### src/rtl/mxint8_quantizer_pkg.sv
// -----------------------------------------------------------------------------
// mxint8_quantizer_pkg
// Shared constants for the MXINT8 block format and the quantizer control FSM.
//   SCALE_WIDTH / MXINT8_ELEMENT_WIDTH / BLOCK_SIZE : block format geometry
//   SCALE_BIAS / SCALE_MAX                          : E8M0 exponent bias and
//                                                     largest non-NaN code
//   MXINT8_FRAC_BITS / MXINT8_ELEM_MAX              : element fixed point and
//                                                     symmetric saturation limit
//   Q_*                                             : quantizer state encodings
// -----------------------------------------------------------------------------
package mxint8_quantizer_pkg;

  localparam int SCALE_WIDTH          = 32'd8;
  localparam int MXINT8_ELEMENT_WIDTH = 32'd8;
  localparam int BLOCK_SIZE           = 32'd32;

  localparam int SCALE_BIAS       = 32'd127;
  localparam int SCALE_MAX        = 32'd254;
  localparam int MXINT8_FRAC_BITS = 32'd6;
  localparam int MXINT8_ELEM_MAX  = 32'd127;

  localparam logic [1:0] Q_COLLECT = 2'd0;
  localparam logic [1:0] Q_SCALE   = 2'd1;
  localparam logic [1:0] Q_CONVERT = 2'd2;
  localparam logic [1:0] Q_OUTPUT  = 2'd3;

  typedef logic [MXINT8_ELEMENT_WIDTH-1:0] mx_elem_t;

endpackage

### src/rtl/mxint8_msb_detect.sv
// -----------------------------------------------------------------------------
// mxint8_msb_detect
// Combinational priority encoder: position of the most-significant set bit.
//   value : unsigned input word
//   pos   : index of the highest set bit (0 when value is zero)
//   zero  : value is all zeros
// -----------------------------------------------------------------------------
module mxint8_msb_detect #(
  parameter int WIDTH     = 17,
  parameter int POS_WIDTH = $clog2(WIDTH)
) (
  input  logic [WIDTH-1:0]     value,
  output logic [POS_WIDTH-1:0] pos,
  output logic                 zero
);

  // Upward scan so the highest set bit wins
  always_comb begin
    pos = '0;
    for (int i = 0; i < WIDTH; i++) begin
      pos = value[i] ? POS_WIDTH'(i) : pos;
    end
    zero = (value == '0);
  end

endmodule

### src/rtl/mxint8_quantizer_chk.sv
// -----------------------------------------------------------------------------
// mxint8_quantizer_chk
// Property checker for the quantizer: the biased block exponent must never need
// clamping at the top of the E8M0 range.
//   clk, rst_n  : quantizer clock and asynchronous active-low reset
//   in_scale    : quantizer is in its scale-computation cycle
//   scale_over  : biased exponent computed this cycle exceeds SCALE_MAX
// -----------------------------------------------------------------------------
module mxint8_quantizer_chk (
  input logic clk,
  input logic rst_n,
  input logic in_scale,
  input logic scale_over
);

  // Upper clamp is unreachable for legal IN_WIDTH / IN_FRAC_BITS combinations
  scale_not_clamped_high: assert property (@(posedge clk) disable iff (!rst_n)
    !(in_scale && scale_over));

endmodule

### src/rtl/mxint8_quantizer.sv
// -----------------------------------------------------------------------------
// mxint8_quantizer
// Streaming encoder from signed fixed-point elements to one MXINT8 block
// (shared E8M0 scale + BLOCK_SIZE signed 8-bit elements, value = raw * 2^-6).
// Elements are collected one per cycle while the block maximum magnitude is
// tracked, the scale is derived in one cycle, then every element is rounded
// (nearest-even) and saturated serially into the output register.
//   i_clk, i_rst_n      : clock, asynchronous active-low reset
//   i_valid / o_ready   : input element handshake
//   i_element           : signed input, value = raw * 2^-IN_FRAC_BITS
//   o_valid / i_ready   : output block handshake
//   o_scale             : E8M0 shared scale, bias 127 (255 never produced)
//   o_mxint8_elements   : BLOCK_SIZE two's-complement elements in [-127, 127]
// -----------------------------------------------------------------------------
module mxint8_quantizer
  import mxint8_quantizer_pkg::*;
#(
  parameter int IN_WIDTH     = 16,
  parameter int IN_FRAC_BITS = 8
) (
  input  logic                                               i_clk,
  input  logic                                               i_rst_n,
  input  logic                                               i_valid,
  output logic                                               o_ready,
  input  logic [IN_WIDTH-1:0]                                i_element,
  output logic                                               o_valid,
  input  logic                                               i_ready,
  output logic [SCALE_WIDTH-1:0]                             o_scale,
  output logic [BLOCK_SIZE-1:0][MXINT8_ELEMENT_WIDTH-1:0]    o_mxint8_elements
);

  localparam int IDX_W = $clog2(BLOCK_SIZE);
  localparam int ABS_W = IN_WIDTH + 1;            // holds |-2^(IN_WIDTH-1)| exactly
  localparam int POS_W = $clog2(ABS_W);
  localparam int EXP_W = POS_W + 10;              // signed exponent arithmetic
  localparam int SW    = IN_WIDTH + 2;            // rounding datapath width
  localparam int SH_W  = $clog2(SW + 1);
  localparam logic [IDX_W-1:0] IDX_LAST = IDX_W'(BLOCK_SIZE - 1);

  logic [1:0]                  state_r;
  logic [1:0]                  state_n_s;
  logic [IDX_W-1:0]            idx_r;
  logic [ABS_W-1:0]            max_abs_r;
  logic [IN_WIDTH-1:0]         elem_buf_r [BLOCK_SIZE];
  logic                        ready_r;
  logic                        valid_r;
  logic [SCALE_WIDTH-1:0]      scale_r;
  logic signed [EXP_W-1:0]     shift_r;
  mx_elem_t [BLOCK_SIZE-1:0]   elems_r;

  logic                        in_hs_s;
  logic                        out_hs_s;
  logic                        idx_last_s;
  logic [ABS_W-1:0]            elem_ext_s;
  logic [ABS_W-1:0]            elem_abs_s;
  logic [POS_W-1:0]            msb_pos_s;
  logic                        max_zero_s;

  logic signed [EXP_W-1:0]     x_s;
  logic signed [EXP_W-1:0]     biased_s;
  logic signed [EXP_W-1:0]     e_eff_s;
  logic signed [EXP_W-1:0]     shift_n_s;
  logic [SCALE_WIDTH-1:0]      scale_n_s;
  logic                        scale_over_s;

  logic [IN_WIDTH-1:0]         raw_s;
  logic signed [SW-1:0]        raw_ext_s;
  logic signed [SW-1:0]        floor_s;
  logic signed [SW-1:0]        q_wide_s;
  logic [SW-1:0]               mask_s;
  logic [SW-1:0]               rem_s;
  logic [SW-1:0]               half_s;
  logic [SH_W-1:0]             rsh_s;
  logic [EXP_W-1:0]            lsh_s;
  logic                        round_up_s;
  mx_elem_t                    q_s;

  assign in_hs_s    = i_valid & ready_r;
  assign out_hs_s   = valid_r & i_ready;
  assign idx_last_s = (idx_r == IDX_LAST);

  assign o_ready           = ready_r;
  assign o_valid           = valid_r;
  assign o_scale           = scale_r;
  assign o_mxint8_elements = elems_r;

  mxint8_msb_detect #(
    .WIDTH     (ABS_W),
    .POS_WIDTH (POS_W)
  ) u_msb_detect (
    .value (max_abs_r),
    .pos   (msb_pos_s),
    .zero  (max_zero_s)
  );

  mxint8_quantizer_chk u_chk (
    .clk        (i_clk),
    .rst_n      (i_rst_n),
    .in_scale   (state_r == Q_SCALE),
    .scale_over (scale_over_s)
  );

  // Magnitude of the incoming element, one bit wider so the most negative value fits
  always_comb begin
    elem_ext_s = {i_element[IN_WIDTH-1], i_element};
    if (i_element[IN_WIDTH-1]) begin
      elem_abs_s = ~elem_ext_s + ABS_W'(1'b1);
    end else begin
      elem_abs_s = elem_ext_s;
    end
  end

  // Block exponent and E8M0 scale; an underflowing exponent is clamped and the
  // clamp amount is folded into the element shift so elements stay consistent
  always_comb begin
    x_s          = $signed(EXP_W'(msb_pos_s)) - $signed(EXP_W'(IN_FRAC_BITS));
    biased_s     = x_s + $signed(EXP_W'(SCALE_BIAS));
    scale_n_s    = '0;
    e_eff_s      = x_s;
    scale_over_s = 1'b0;
    if (max_zero_s) begin
      scale_n_s = '0;
      e_eff_s   = '0;
    end else if (biased_s[EXP_W-1]) begin
      scale_n_s = '0;
      e_eff_s   = -$signed(EXP_W'(SCALE_BIAS));
    end else if (biased_s > $signed(EXP_W'(SCALE_MAX))) begin
      scale_n_s    = SCALE_WIDTH'(SCALE_MAX);
      e_eff_s      = $signed(EXP_W'(SCALE_MAX - SCALE_BIAS));
      scale_over_s = 1'b1;
    end else begin
      scale_n_s = biased_s[SCALE_WIDTH-1:0];
      e_eff_s   = x_s;
    end
    shift_n_s = e_eff_s + $signed(EXP_W'(IN_FRAC_BITS)) - $signed(EXP_W'(MXINT8_FRAC_BITS));
  end

  // Shared round-half-even / saturate path for the element selected by idx_r.
  // Right shifts beyond SW-1 always round to zero, so the amount is capped there.
  always_comb begin
    raw_s      = elem_buf_r[idx_r];
    raw_ext_s  = $signed({{2{raw_s[IN_WIDTH-1]}}, raw_s});
    rsh_s      = '0;
    lsh_s      = '0;
    floor_s    = '0;
    mask_s     = '0;
    rem_s      = '0;
    half_s     = '0;
    round_up_s = 1'b0;
    q_wide_s   = '0;
    if (!shift_r[EXP_W-1] && (shift_r != '0)) begin
      if (shift_r > $signed(EXP_W'(SW - 1))) begin
        rsh_s = SH_W'(SW - 1);
      end else begin
        rsh_s = SH_W'(shift_r);
      end
      floor_s    = raw_ext_s >>> rsh_s;
      mask_s     = ~({SW{1'b1}} << rsh_s);
      rem_s      = $unsigned(raw_ext_s) & mask_s;
      half_s     = SW'(1'b1) << (rsh_s - SH_W'(1'b1));
      round_up_s = (rem_s > half_s) || ((rem_s == half_s) && floor_s[0]);
      q_wide_s   = floor_s + $signed(SW'(round_up_s));
    end else begin
      lsh_s    = EXP_W'(-shift_r);
      q_wide_s = raw_ext_s <<< lsh_s;
    end

    if (q_wide_s > $signed(SW'(MXINT8_ELEM_MAX))) begin
      q_s = mx_elem_t'(MXINT8_ELEM_MAX);
    end else if (q_wide_s < -$signed(SW'(MXINT8_ELEM_MAX))) begin
      q_s = mx_elem_t'(-MXINT8_ELEM_MAX);
    end else begin
      q_s = q_wide_s[MXINT8_ELEMENT_WIDTH-1:0];
    end
  end

  // Next-state decode
  always_comb begin
    state_n_s = state_r;
    case (state_r)
      Q_COLLECT: begin
        if (in_hs_s && idx_last_s) begin
          state_n_s = Q_SCALE;
        end else begin
          state_n_s = Q_COLLECT;
        end
      end
      Q_SCALE: begin
        state_n_s = Q_CONVERT;
      end
      Q_CONVERT: begin
        if (idx_last_s) begin
          state_n_s = Q_OUTPUT;
        end else begin
          state_n_s = Q_CONVERT;
        end
      end
      Q_OUTPUT: begin
        if (out_hs_s) begin
          state_n_s = Q_COLLECT;
        end else begin
          state_n_s = Q_OUTPUT;
        end
      end
      default: begin
        state_n_s = Q_COLLECT;
      end
    endcase
  end

  // State, datapath registers and registered handshake outputs
  always_ff @(posedge i_clk or negedge i_rst_n) begin
    if (!i_rst_n) begin
      state_r   <= Q_COLLECT;
      idx_r     <= '0;
      max_abs_r <= '0;
      ready_r   <= 1'b0;
      valid_r   <= 1'b0;
      scale_r   <= '0;
      shift_r   <= '0;
      elems_r   <= '0;
      for (int i = 0; i < BLOCK_SIZE; i++) begin
        elem_buf_r[i] <= '0;
      end
    end else begin
      state_r <= state_n_s;
      ready_r <= (state_n_s == Q_COLLECT);
      valid_r <= (state_n_s == Q_OUTPUT);
      case (state_r)
        Q_COLLECT: begin
          if (in_hs_s) begin
            elem_buf_r[idx_r] <= i_element;
            idx_r             <= idx_last_s ? '0 : idx_r + IDX_W'(1'b1);
            if (elem_abs_s > max_abs_r) begin
              max_abs_r <= elem_abs_s;
            end
          end
        end
        Q_SCALE: begin
          scale_r <= scale_n_s;
          shift_r <= shift_n_s;
          idx_r   <= '0;
        end
        Q_CONVERT: begin
          elems_r[idx_r] <= q_s;
          idx_r          <= idx_last_s ? '0 : idx_r + IDX_W'(1'b1);
        end
        Q_OUTPUT: begin
          if (out_hs_s) begin
            idx_r     <= '0;
            max_abs_r <= '0;
          end
        end
        default: begin
          idx_r <= '0;
        end
      endcase
    end
  end

endmodule

### config.mk
export PLATFORM = sky130hd
export DESIGN_NAME = mxint8_quantizer
export DESIGN_NICKNAME = d
export VERILOG_FILES = /design/src/rtl/mxint8_quantizer_pkg.sv /design/src/rtl/mxint8_msb_detect.sv /design/src/rtl/mxint8_quantizer_chk.sv /design/src/rtl/mxint8_quantizer.sv
export SDC_FILE = /design/constraint.sdc
export NUM_CORES = 1
export LEC_CHECK = 0
export ABC_AREA = 0
export CAP_MARGIN = 20
export CELL_PAD_IN_SITES_DETAIL_PLACEMENT = 1
export CELL_PAD_IN_SITES_GLOBAL_PLACEMENT = 1
export CORE_UTILIZATION = 30
export DETAILED_ROUTE_END_ITERATION = 12
export PLACE_DENSITY_LB_ADDON = 0.1
export SLEW_MARGIN = 20
export SYNTH_ARGS = -nofsm -noshare
export SYNTH_HDL_FRONTEND = slang
export SYNTH_SLANG_ARGS = --single-unit
### constraint.sdc
create_clock -name i_clk -period 8.52 [get_ports i_clk]
set_clock_uncertainty 0.15 [all_clocks]
set_input_delay 1.704 -clock i_clk [delete_from_list [all_inputs] [get_ports i_clk]]
set_output_delay 1.704 -clock i_clk [all_outputs]
set_load 0.01 [all_outputs]
-- After elaboration in Yosys (flattened, before gate mapping)
Index checks and enable logic that the tools add are counted.
- bits in registers: 817
- input bits: 20
- output and inout bits: 266
- logic and storage cells: 173
- $add $sub $neg: 9
- magnitude comparators: 10
- equal/unequal tests: 9
- shifts and indexed selects: 4
- muxes and demuxes: 49
- bitwise logic cells: 6
- reduce and logical (&&, ||, !) cells: 15
- operator list (operator ; count):
    512-bit bitwise mux ; 1
    256-bit bitwise mux ; 1
    5-bit two-way mux ; 20
    16-bit binary-select mux with 5-bit select ; 1
    16-bit demux with 5-bit select ; 1
    17-bit two-way mux ; 4
    16-bit two-way mux ; 3
    8-bit two-way mux ; 6
    15-bit two-way mux ; 3
    8-bit demux with 5-bit select ; 1
    17-bit one-hot mux with 2 select lines ; 1
    5-bit one-hot mux with 4 select lines ; 1
    18-bit by 2-bit adder with 18-bit output ; 1
    18-bit bitwise AND ; 1
    18-bit == test ; 1
    18-bit > comparator ; 1
    18-bit by 8-bit > comparator with 1-bit output (second input constant) ; 1
    18-bit by 8-bit less-than comparator with 1-bit output (second input constant) ; 1
    18-bit two-way mux ; 1
    18-bit inverter ; 1
    1-bit by 5-bit << shifter with 18-bit output (first input constant) ; 1
    18-bit by 5-bit << shifter with 18-bit output (first input constant) ; 1
    16-bit by 15-bit <<< shifter with 18-bit output ; 1
    16-bit by 5-bit >>> shifter with 18-bit output ; 1
    other kinds (34) ; 47

-- Depth between registers and ports, before layout
- word-level depth: 24
- mapped depth: 36

-- By module
From an unflattened synthesis, not the netlist that was laid out.
- cell total of the unflattened synthesis: 3621
- area total of the unflattened synthesis: 39755.6 um^2
- modules (own cells, without submodules) (module ; times used ; cells an instance ; area each (um^2)):
    mxint8_quantizer ; 1 ; 3588 ; 39554.2
    mxint8_msb_detect ; 1 ; 33 ; 201.4

-- Worst setup path before layout
No wires, ideal clock.
- kind: reg-to-reg
- from: register shift_r[13]
- to: register elems_r, in the netlist o_mxint8_elements[48]
- library setup time: 125 ps
- arrival time: 6435 ps
- path slack: 1810 ps
- stages on the path, launching flop included: 32
- buffers on the path: 3
- clock period less this slack: 6710 ps
- cells stage by stage: dfrtp_1 > nor4_2 > a21oi_1 > buf_2 > a211oi_2 > inv_1 > ha_1 > nor3_1 > nand2_1 > ha_1 > nand4_1 > nor2_1 > nor2_1 > a21oi_1 > a211oi_1 > o21ai_0 > a21o_1 > a211o_1 > a21o_1 > a21oi_1 > nor2_1 > ha_1 > nand3_1 > or3_1 > clkbuf_1 > or4_1 > a21oi_2 > o211ai_2 > or3_1 > o32a_1 > buf_2 > mux2_2
- cells in the longest elaborated chain, start to end: 15
- elaborated cells on any way between the ends: 24
- RTL lines (element ; RTL line ; RTL):
    start, declared ; mxint8_quantizer.sv:48 ; logic signed [EXP_W-1:0] shift_r;
    start signal, assigned ; mxint8_quantizer.sv:241 ; shift_r <= shift_n_s;
    branches (longest 10 deep; another with 18-bit > comparator) ; n/a ;
    18-bit two-way mux * ; mxint8_quantizer.sv:151 ; if (!shift_r[EXP_W-1] && (shift_r != '0)) begin
    18-bit by 8-bit less-than comparator with 1-bit output ; mxint8_quantizer.sv:170 ; end else if (q_wide_s < -$signed(SW'(MXINT8_ELEM_MAX))) begin
    8-bit two-way mux ; mxint8_quantizer.sv:170 ;
    8-bit two-way mux * ; mxint8_quantizer.sv:168 ; if (q_wide_s > $signed(SW'(MXINT8_ELEM_MAX))) begin
    256-bit bitwise mux * ; mxint8_quantizer.sv:245 ; elems_r[idx_r] <= q_s;
    end signal, assigned by index ; mxint8_quantizer.sv:245 ;
    end, declared ; mxint8_quantizer.sv:49 ; mx_elem_t [BLOCK_SIZE-1:0] elems_r;
Every way passes the cells marked *. The select of a mux whose other input is x is not followed.
A chain may end at the register's enable or synchronous reset.

-- Final worst setup path
- from: register idx_r[1]
- to: register elems_r, in the netlist o_mxint8_elements[128]
- cells in the longest elaborated chain, start to end: 14
- elaborated cells on any way between the ends: 23
- RTL lines (element ; RTL line ; RTL):
    start, declared ; mxint8_quantizer.sv:42 ; logic [IDX_W-1:0] idx_r;
    start signal, assigned ; mxint8_quantizer.sv:233 ; idx_r <= idx_last_s ? '0 : idx_r + IDX_W'(1'b1);
    start signal, assigned ; mxint8_quantizer.sv:246 ; idx_r <= idx_last_s ? '0 : idx_r + IDX_W'(1'b1);
    branches (longest 13 deep; another with 18-bit > comparator) ; n/a ;
    256-bit bitwise mux * ; mxint8_quantizer.sv:245 ;
Marks and branches as above.

==> qor.tcl <==
set qor(ctsRootBufferMaster) {clkbuf_16}
set qor(worstSkewPairLatency_ns) 0.71
set qor(setup_viol) 0
set qor(cts_post_setup_buffers_inserted) 0
set qor(final_antenna_net_count) 0
set qor(outcome) {finished clean}
set qor(coreArea_mm2) 0.132
set qor(critical_path_startpoint_category) {register}
set qor(seq_area_frac_synth) 0.511
set qor(slew_headroom) 0.249
set qor(cts.path.max_buffers) 3
set qor(layout-drive-gt1-share) 0.234
set qor(ios) 286
set qor(htree_num_levels) 3
set qor(synth_warnings) 0
set qor(cts_sinks) 816
set qor(synthCells) 3621
set qor(critical_path.top_delay_family) {compound AO/OA/AOI/OAI gates}
set qor(dominantRegCellSynth) {dfrtp_1}
set qor(post_layout_total_power_mw) 17.5
set qor(crit_fanout) 36
set qor(asyncSetResetFlopFracSynth) 1.00
set qor(timing_hold_violations_final) 0
set qor(routed_wire_length_per_instance_um) 26.9
set qor(dp.final_hpwl_um) 105000
set qor(grt_start_max_net_pins) 148
set qor(synthDistinctLibCells) 87
set qor(die_h_um) 367
set qor(die_width_um) 367
set qor(cp_data_required_time_ns) 8.94
set qor(cts.reportedPaths.clkPinSlew_ns) 0.06
set qor(synthesized_flop_and_latch_total) 816
set qor(gpl.final_weighted_congestion) 0.845
set qor(grt_antenna_before_repair) 0
set qor(fmax_mhz) 124
set qor(worst_slew_pin_slew_ns) 1.12
set qor(path_buf_inv) 4
set qor(seqCellArea_mm2) 0.0204
set qor(cts_resized) 0
set qor(vdd_ir_drop_max_mv) 0.331
set qor(max_slew_vio_count) 0
set qor(post-route-min-period_ns) 8.04
set qor(num-nets-final) 3960
set qor(synthToLayoutAreaGrowth_pct) 22.1
set qor(first_pass_iters) 5
set qor(dr_total_vias) 30774
set qor(first_global_vias) 31503
set qor(postSynthAreaPerCell_um2) 11.0
set qor(layout.cells.most_common_list) {dfrtp_1, mux2_2, nor2_1}
set qor(design.die.area_mm2) 0.135
set qor(worst_ep_arrival_time_ns) 8.46
set qor(detail_route.iter0.violations) 2243
set qor(drc_violation_count_after_routing) 0
set qor(synth_area_mm2) 0.0400
set qor(rows) 133
set qor(number_of_flops_mapped_to_enable_cells_by_yosys) 0
set qor(max_stage_delay_on_crit_path_ns) 1.00
set qor(crit_path_frequent_cell) {a21o_1}
set qor(worstHoldPathType) {register to register}
set qor(initial_core_utilization) 0.303
set qor(final.setup.tns_ns) 0
set qor(post_layout_nonfiller_instances) 5728
set qor(cpMaxStageDelayCell) {nor4_2}
set qor(grt_setup_unrepaired) {no}
set qor(postCtsHoldBufs) 0
set qor(clock_tree_from_tritoncts) {done}
set qor(power-per-cell-area_mw_per_mm2) 359
set qor(placedCellCount) 5543
set qor(globalRouteOverflowTotal) 0
set qor(syn_nets) 3692
set qor(numCtsBuffers) 98
set qor(fillers) 14313
set qor(timing.critical_path.to_type) {register}
set qor(setup.worst_path.class) {register to register}
set qor(drv.max_cap_violation_count) 0
set qor(multiInputGateArea_mm2) 0.0183
set qor(layout_commonest_cell) {dfrtp_1}
set qor(globalRouteTotalUtil) 0.227
set qor(final_min_period_over_clock_period) 0.944
set qor(buffer_ports.inserted) 285
set qor(postRouteWirelength_um) 154000
set qor(leakage_nw) 22.1
set qor(routed_via_density) 5.37
set qor(grt_pass1_wl_um) 229000
[path summary, 6_finish.rpt]
kind                                startpoint                      to  slack (ns)  cells past startpoint
max in group asynchronous              i_rst_n                idx_r[1]        5.83                      2
min in group asynchronous              i_rst_n              o_scale[2]        0.85                      1
worst min register to register  elem_buf_r[80]          elem_buf_r[80]        0.33                      2
worst max register to register        idx_r[1]  o_mxint8_elements[128]        0.48                     29
worst min-delay path            elem_buf_r[80]          elem_buf_r[80]        0.33                      2
worst max-delay path                  idx_r[1]  o_mxint8_elements[128]        0.48                     29
[kinds of logic after synthesis]
| kind of cell | Yosys count | share of synthesized area |
|---|---|---|
| AOI/OAI and AO/OA | 708 | 0.117 |
| xor gates and xnor gates | 25 | 0.00547 |
| adders and majority gates | 51 | 0.0160 |
| buffers and inverters | 334 | 0.0354 |
| DFF | 816 | 0.511 |
| muxes | 758 | 0.209 |
| other | 1 | 0.0000938 |
| and+or+nand+nor | 928 | 0.106 |
[worst min-delay path: stages, from the launching register on]
cell and delay, ns:
dfrtp_1 0.34, nand2_1 0.05, o21ai_0 0.06
[cell usage after synthesis (6+ instances only)]
cell type	number	area, um2
nor3_1	29	145
and3_1	11	68.8
xnor2_1	21	184
nor2_1	343	1290
or4_1	11	82.6
a21oi_1	93	465
o21a_1	10	75.1
mux2_2	519	5840
inv_1	36	135
o21ai_0	151	756
a2111oi_0	6	52.6
clkbuf_1	218	818
o211ai_1	15	113
nor2b_1	8	50.1
ha_1	51	638
mux2i_1	229	2290
a31oi_1	76	475
nand2_1	302	1130
buf_2	55	275
a21o_1	27	203
a22oi_1	7	52.6
a211oi_1	10	75.1
dfrtp_1	816	20400
nor4_1	46	288
o22ai_1	134	838
buf_4	15	113
nand4_1	24	150
and2_1	20	125
a41oi_1	98	858
o31ai_1	13	97.6
nand3_1	62	310
nand2b_1	12	75.1
or3_1	10	62.6
mux4_2	10	225
[sequential cells by signal, indices dropped and copies added (netlist names)]
register and flops:
elem_buf_r 512, idx_r 5, max_abs_r 17, o_mxint8_elements 256
o_ready 1, o_scale 8, o_valid 1, shift_r 14
state_r 2
[per-layer routing]
| layer | wire (um) | up-vias | global-route usage | share of wire |
|---|---|---|---|---|
| met5 | 0 | - | 0 | 0 |
| li1 | - | 13774 | - | - |
| met1 | 74100 | 16204 | 0.325 | 0.48 |
| met2 | 70500 | 612 | 0.358 | 0.46 |
| met4 | 3910 | 0 | 0.0651 | 0.025 |
| met3 | 5350 | 184 | 0.0282 | 0.035 |
[metrics by stage]
stage	instance area, um2	hold WS [ns]	utilization	setup WS (ns)
6_report	48800	0.326	0.371	0.480
3_5_place_dp	45400	0.314	0.344	0.757
5_1_grt	48800	0.342	0.370	0.154
2_1_floorplan	40000	0.294	-	1.81
3_3_place_gp	45400	0.306	0.344	0.766
4_1_cts	48800	0.329	0.370	0.689
[report_power, final]
part | switching (mW) | leakage [nW] | total (mW) | internal [mW]
clock | 1.76 | 1.69 | 4.44 | 2.68
combinational | 5.04 | 9.65 | 8.01 | 2.97
sequential | 0.533 | 10.8 | 5.07 | 4.53
[cell type report]
class	count	share of cell area
repair buffers	465	0.0895
diodes	2	0.000102
inverters	37	0.00284
multi-input cells	2471	0.374
clock buffers	154	0.0613
well taps	1755	0.0450
clock inverters	28	0.00853
flip-flops and latches	816	0.418
Note: power is estimated with default switching activity, not from simulation.
